===== src/rtl/scmp_bus_bridge_if.sv =====
// Bus bundle between the SC/MP core, the bridge and the memory/peripheral port.
// The bridge uses the slave view; the core/memory model side uses the master view.
interface scmp_bus_bridge_if;
  logic [11:0] cpu_addr;
  logic [7:0]  cpu_d_o;
  logic        cpu_ads_n;
  logic        cpu_rd_n;
  logic        cpu_wr_n;
  logic [7:0]  cpu_d_i;
  logic        cpu_hold;
  logic [15:0] mem_addr;
  logic [7:0]  mem_wdata;
  logic        mem_we;
  logic        mem_req;
  logic        mem_ack;
  logic [7:0]  mem_rdata;
  logic        flag_h;
  logic        flag_d;
  logic        flag_i;
  logic        flag_r;
  logic        bus_err;
  logic        err_clr;

  modport slave (
    input  cpu_addr, cpu_d_o, cpu_ads_n, cpu_rd_n, cpu_wr_n, mem_ack, mem_rdata, err_clr,
    output cpu_d_i, cpu_hold, mem_addr, mem_wdata, mem_we, mem_req,
           flag_h, flag_d, flag_i, flag_r, bus_err
  );

  modport master (
    output cpu_addr, cpu_d_o, cpu_ads_n, cpu_rd_n, cpu_wr_n, mem_ack, mem_rdata, err_clr,
    input  cpu_d_i, cpu_hold, mem_addr, mem_wdata, mem_we, mem_req,
           flag_h, flag_d, flag_i, flag_r, bus_err
  );
endinterface


===== src/rtl/scmp_bus_bridge.sv =====
// Demultiplexes the SC/MP bus into single req/ack transactions, stalling the
// core via cpu_hold until each one completes or times out.
module scmp_bus_bridge #(
  parameter int          TIMEOUT_CYCLES = 15,
  parameter logic [7:0]  RDATA_ON_ERR   = 8'hFF
) (
  input  logic           clk,
  input  logic           rst_n,
  scmp_bus_bridge_if.slave bus
);

  typedef enum logic [1:0] {IDLE, RD_REQ, WR_REQ, DONE} state_t;

  // Last REQ cycle index before abort; the counter starts at 0 on REQ entry.
  localparam logic [7:0] TO_LAST = 8'(TIMEOUT_CYCLES - 1);

  state_t      state_q;
  logic [7:0]  cnt_q;
  logic [15:0] addr_q;
  logic [7:0]  wdata_q;
  logic [7:0]  rdata_q;
  logic        we_q;
  logic        req_q;
  logic        flag_h_q, flag_d_q, flag_i_q, flag_r_q;
  logic        err_q;
  logic        strobe_d;

  assign strobe_d = bus.cpu_ads_n && (!bus.cpu_rd_n || !bus.cpu_wr_n);

  always_ff @(posedge clk or negedge rst_n) begin
    if (!rst_n) begin
      state_q  <= IDLE;
      cnt_q    <= 8'd0;
      addr_q   <= 16'd0;
      wdata_q  <= 8'd0;
      rdata_q  <= 8'd0;
      we_q     <= 1'b0;
      req_q    <= 1'b0;
      flag_h_q <= 1'b0;
      flag_d_q <= 1'b0;
      flag_i_q <= 1'b0;
      flag_r_q <= 1'b0;
      err_q    <= 1'b0;
    end else begin
      // A clear is overridden by any error raised later in this block.
      if (bus.err_clr) err_q <= 1'b0;

      case (state_q)
        IDLE: begin
          if (!bus.cpu_ads_n) begin
            addr_q   <= {bus.cpu_d_o[3:0], bus.cpu_addr};
            flag_h_q <= bus.cpu_d_o[7];
            flag_d_q <= bus.cpu_d_o[6];
            flag_i_q <= bus.cpu_d_o[5];
            flag_r_q <= bus.cpu_d_o[4];
          end else if (!bus.cpu_rd_n) begin
            state_q <= RD_REQ;
            req_q   <= 1'b1;
            we_q    <= 1'b0;
            cnt_q   <= 8'd0;
            if (!bus.cpu_wr_n) err_q <= 1'b1;
          end else if (!bus.cpu_wr_n) begin
            state_q <= WR_REQ;
            req_q   <= 1'b1;
            we_q    <= 1'b1;
            wdata_q <= bus.cpu_d_o;
            cnt_q   <= 8'd0;
          end
        end

        RD_REQ, WR_REQ: begin
          if (bus.mem_ack) begin
            req_q   <= 1'b0;
            state_q <= DONE;
            if (state_q == RD_REQ) rdata_q <= bus.mem_rdata;
          end else if (cnt_q == TO_LAST) begin
            req_q   <= 1'b0;
            err_q   <= 1'b1;
            state_q <= DONE;
            if (state_q == RD_REQ) rdata_q <= RDATA_ON_ERR;
          end else begin
            cnt_q <= cnt_q + 8'd1;
          end
        end

        DONE: begin
          // Wait for the core to drop its strobe so one bus cycle maps to one transaction.
          if (bus.cpu_rd_n && bus.cpu_wr_n) state_q <= IDLE;
        end

        default: state_q <= IDLE;
      endcase
    end
  end

  assign bus.cpu_hold  = ((state_q == IDLE) && strobe_d) ||
                         (state_q == RD_REQ) || (state_q == WR_REQ);
  assign bus.cpu_d_i   = rdata_q;
  assign bus.mem_addr  = addr_q;
  assign bus.mem_wdata = wdata_q;
  assign bus.mem_we    = we_q;
  assign bus.mem_req   = req_q;
  assign bus.flag_h    = flag_h_q;
  assign bus.flag_d    = flag_d_q;
  assign bus.flag_i    = flag_i_q;
  assign bus.flag_r    = flag_r_q;
  assign bus.bus_err   = err_q;

endmodule


===== src/flat_wrapper.sv =====
// flat-port wrapper written by rule: the top's interface ports become plain ports
module scmp_bus_bridge_flat 
#(
  parameter int          TIMEOUT_CYCLES = 15,
  parameter logic [7:0]  RDATA_ON_ERR   = 8'hFF
)
  (clk, rst_n, bus_cpu_addr, bus_cpu_d_o, bus_cpu_ads_n, bus_cpu_rd_n, bus_cpu_wr_n, bus_mem_ack, bus_mem_rdata, bus_err_clr, bus_cpu_d_i, bus_cpu_hold, bus_mem_addr, bus_mem_wdata, bus_mem_we, bus_mem_req, bus_flag_h, bus_flag_d, bus_flag_i, bus_flag_r, bus_bus_err);
  scmp_bus_bridge_if bus_i ();
  input  logic clk;
  input  logic rst_n;
  input wire logic [$bits(bus_i.cpu_addr)-1:0] bus_cpu_addr;
  input wire logic [$bits(bus_i.cpu_d_o)-1:0] bus_cpu_d_o;
  input wire logic [$bits(bus_i.cpu_ads_n)-1:0] bus_cpu_ads_n;
  input wire logic [$bits(bus_i.cpu_rd_n)-1:0] bus_cpu_rd_n;
  input wire logic [$bits(bus_i.cpu_wr_n)-1:0] bus_cpu_wr_n;
  input wire logic [$bits(bus_i.mem_ack)-1:0] bus_mem_ack;
  input wire logic [$bits(bus_i.mem_rdata)-1:0] bus_mem_rdata;
  input wire logic [$bits(bus_i.err_clr)-1:0] bus_err_clr;
  output wire logic [$bits(bus_i.cpu_d_i)-1:0] bus_cpu_d_i;
  output wire logic [$bits(bus_i.cpu_hold)-1:0] bus_cpu_hold;
  output wire logic [$bits(bus_i.mem_addr)-1:0] bus_mem_addr;
  output wire logic [$bits(bus_i.mem_wdata)-1:0] bus_mem_wdata;
  output wire logic [$bits(bus_i.mem_we)-1:0] bus_mem_we;
  output wire logic [$bits(bus_i.mem_req)-1:0] bus_mem_req;
  output wire logic [$bits(bus_i.flag_h)-1:0] bus_flag_h;
  output wire logic [$bits(bus_i.flag_d)-1:0] bus_flag_d;
  output wire logic [$bits(bus_i.flag_i)-1:0] bus_flag_i;
  output wire logic [$bits(bus_i.flag_r)-1:0] bus_flag_r;
  output wire logic [$bits(bus_i.bus_err)-1:0] bus_bus_err;
  assign bus_i.cpu_addr = bus_cpu_addr;
  assign bus_i.cpu_d_o = bus_cpu_d_o;
  assign bus_i.cpu_ads_n = bus_cpu_ads_n;
  assign bus_i.cpu_rd_n = bus_cpu_rd_n;
  assign bus_i.cpu_wr_n = bus_cpu_wr_n;
  assign bus_i.mem_ack = bus_mem_ack;
  assign bus_i.mem_rdata = bus_mem_rdata;
  assign bus_i.err_clr = bus_err_clr;
  assign bus_cpu_d_i = bus_i.cpu_d_i;
  assign bus_cpu_hold = bus_i.cpu_hold;
  assign bus_mem_addr = bus_i.mem_addr;
  assign bus_mem_wdata = bus_i.mem_wdata;
  assign bus_mem_we = bus_i.mem_we;
  assign bus_mem_req = bus_i.mem_req;
  assign bus_flag_h = bus_i.flag_h;
  assign bus_flag_d = bus_i.flag_d;
  assign bus_flag_i = bus_i.flag_i;
  assign bus_flag_r = bus_i.flag_r;
  assign bus_bus_err = bus_i.bus_err;
  scmp_bus_bridge #(.TIMEOUT_CYCLES(TIMEOUT_CYCLES), .RDATA_ON_ERR(RDATA_ON_ERR)) u_core (.clk(clk), .rst_n(rst_n), .bus(bus_i));
endmodule

===== config.mk =====
export PLATFORM = sky130hd
export DESIGN_NAME = scmp_bus_bridge_flat
export DESIGN_NICKNAME = d
export VERILOG_FILES = /design/src/rtl/scmp_bus_bridge_if.sv /design/src/rtl/scmp_bus_bridge.sv /design/src/flat_wrapper.sv
export SDC_FILE = /design/constraint.sdc
export NUM_CORES = 1
export LEC_CHECK = 0
export CAP_MARGIN = 10
export CORE_MARGIN = 2
export CORE_UTILIZATION = 45
export DETAILED_ROUTE_END_ITERATION = 10
export PLACE_DENSITY = 0.76
export SLEW_MARGIN = 20
export SYNTH_ARGS = -nofsm -noshare
export SYNTH_HDL_FRONTEND = slang
export SYNTH_SLANG_ARGS = --single-unit

===== constraint.sdc =====
create_clock -name clk -period 2.6 [get_ports clk]
set_input_delay 0.39 -clock clk [delete_from_list [all_inputs] [get_ports clk]]
set_output_delay 0.39 -clock clk [all_outputs]
set_load 0.005 [all_outputs]

==> metrics.md <==
| Metric | Value |
|---|---|
| Asr flop ratio synth | `100.0%` |
| Worst path cell trace | `inv_1, ha_1, a311o_1, clkdlybuf4s50_1` |
| Synthesis-stage register bit count | `49` |
| DR vias | `1,663` |
| CTS Buf Count | `5` |
| Sequential area share after synthesis | `56.03%` |
| Post-synth top flop | `dfrtp_1` |
| Die width | `73.74 um` |
| Post_cts resized | `0` |
| Slowest-stage cell, CP | `clkdlybuf4s50_1` |
| Maxcap violations | `0` |
| Final hold slack | `0.02712 ns` |
| Skew final | `0.004562 ns` |
| HP Class | `input port to async pin` |
| Gpl congestion | `0.7841` |
| Maximum clock frequency | `430.1 MHz` |
| First-pass GRT wire length | `7.886 mm` |
| Row count | `25` |
| Final WL | `4.884 mm` |
| Final worst slack | `0.2752 ns` |
| Die Span Y | `73.74 um` |
| Placed Area | `0.003018 mm^2` |
| Setup bufs post-CTS | `0` |
| Clock Sinks | `49` |
| Setup violations, final | `0` |
| Period utilization | `89.42%` |
| CP required | `2.21 ns` |
| Syn Nets | `209` |
| Top cells by area, synth | `dfrtp_1 (56%), mux2_2 (15%), ha_1 (3.4%)` |
| Post-detail-place hpwl | `3.568 mm` |
| Slew Limit Fails | `0` |
| Final Non-Filler Cells | `305` |
| I/O pin total | `75` |
| Antenna viol nets, final | `0` |
| Worst Tran Pin Value | `0.4808 ns` |
| Setup TNS | `0 ns` |
| Final net count | `291` |
| H-Tree Depth | `2` |
| Crit Path Category | `flop to primary output` |
| Post-cts hold buffer count | `0` |
| Fillers | `370` |
| GRT Total Usage | `18.93%` |
| IO buf count | `74` |
| Minimum clock period | `2.325 ns` |
| Top cell type's share of synthesized area | `56.03%` |
| CP peak stage delay | `0.51 ns` |
| Largest net degree at the start of global routing | `31` |
| ANT cells | `0` |
| Element type at the critical path start | `flop` |
| Peak supply drop | `0.0006326 V` |
| Register area | `0.001226 mm^2` |
| Core Util, Final | `66.88%` |
| Detailed-router iteration count before antenna repair | `7` |
| Initial Util | `46.64%` |
| Setup WS pre-CTS | `0.3067 ns` |
| Outcome | `finished clean` |
| WP buf/inv | `2` |
| Largest fanout on the critical path | `10` |
| Final Power | `3.614 mW` |
| RSZ-0062 raised after global routing | `false` |
| Leak | `1.324 nW` |
| Post-synth EDFFs | `0` |
| Cell area after synthesis | `0.002188 mm^2` |
| Worst-path clk slew | `0.09 ns` |
| Power per Cell Area | `1152 mW/mm^2` |
| Die Area | `0.005437 mm^2` |
| Routed length per instance | `16.01 um` |
| Yosys warnings | `0` |
| Hold Violations, Final | `0` |
| Post-Syn Instances | `168` |
| Layout cells sized above 1 | `18.73%` |
| Most frequent cell after synthesis | `dfrtp_1` |
| Drt initial violations | `40` |
| Core area | `0.004692 mm^2` |
| Final Cell Area | `0.003138 mm^2` |
| Vias in the first global route | `1,646` |
| Initial antenna violation count | `0` |
| Area Growth Syn to Fin | `43.40%` |
| Critical Path End Type | `primary output` |
| Area occupied by multi-input gates | `920.9 um^2` |
| Clock Latency Late Sink | `0.30 ns` |
| Grt ovf | `0` |
| Relative slew slack | `67.88%` |
| Vias per cell | `5.452` |
| Cell family with most CP delay | `buffers and inverters` |
| Mean Syn Cell Area | `13.03 um^2` |
| Unique masters post-synth | `39` |
| CP arrival | `1.93 ns` |
| Post-synth top area cell | `dfrtp_1` |
| CTS tree | `done` |
| CTS Root Buffer Type | `clkbuf_8` |
| Synth cell count leaders | `dfrtp_1 (49), mux2_2 (29), nand2_1 (8), o21a_1 (8), or3_1 (8)` |
| Longest Clk Path Bufs | `2` |
| DRC viols | `0` |
| Placed insts | `297` |
==> worst reg2reg max path, cell delays in order, from the launching register on <==
cell	delay, ns
dfrtp_1	0.43
inv_1	0.10
ha_1	0.14
or4b_1	0.47
o31ai_2	0.36
buf_4	0.21
nor3_1	0.05
a221o_1	0.30
==> area by class of cell <==
class / instances / area share, %
Clock buffer: 6 / 2.632
Clock inverter: 2 / 1.196
Inverter: 6 / 0.7177
Multi-Input combinational cell: 108 / 29.35
Sequential cell: 49 / 39.08
Tap cell: 54 / 2.153
Timing Repair Buffer: 80 / 24.88
==> flip-flops by register name, summed over array words and instances (netlist names) <==
signal                count
u_core.bus.bus_err        1
u_core.bus.cpu_d_i        8
u_core.bus.flag_d         1
u_core.bus.flag_h         1
u_core.bus.flag_i         1
u_core.bus.flag_r         1
u_core.bus.mem_addr      16
u_core.bus.mem_req        1
u_core.bus.mem_wdata      8
u_core.bus.mem_we         1
u_core.cnt_q              8
u_core.state_q            2
==> worst paths after layout <==
path / start / cells after the start / endpoint / slack [ns]
max: u_core.state_q[1] / 4 / bus_cpu_hold / 0.28
min: rst_n / 1 / u_core.bus.mem_addr[2] / 0.03
max reg2reg: u_core.cnt_q[0] / 7 / u_core.cnt_q[2] / 0.43
min reg2reg: u_core.bus.cpu_d_i[6] / 1 / u_core.bus.cpu_d_i[6] / 0.50
max in group asynchronous: rst_n / 2 / u_core.bus.mem_we / 1.84
min in group clk: u_core.bus.cpu_d_i[6] / 1 / u_core.bus.cpu_d_i[6] / 0.50
==> placed cells by master (no fill, tap or decap), types with 6 or more instances in the layout <==
master            n
ha_1              6
or3_1             8
o21a_1            8
a221o_1           6
clkbuf_8          6
mux2_2           29
dfrtp_1          49
clkdlybuf4s50_1  73
buf_4             6
nand2_1           8
inv_1             6
==> where the power goes <==
group	internal, mW	total, mW	switching (mW)
logic	1.08	1.72	0.646
clock network	0.313	0.562	0.249
registers	1.12	1.33	0.210
==> routing by layer <==
metal,share of wire [%],track usage [%],routed length (um),up-vias
li1,-,-,-,787
met1,45,24.32,2209,824
met3,5.8,3.567,283,2
met5,0,0,0,-
met2,49,32.14,2374,50
met4,0.35,6.061,17,0
==> kinds of logic after synthesis <==
family	count (synthesis)	share of synthesized area, %
DFF	49	56.03
muxes	32	16.29
adders and majority gates	6	3.430
AOI/OAI and AO/OA	28	10.81
buffers and inverters	11	1.887
and+or+nand+nor	42	11.55
No activity file was read; power rests on OpenSTA's default activity.
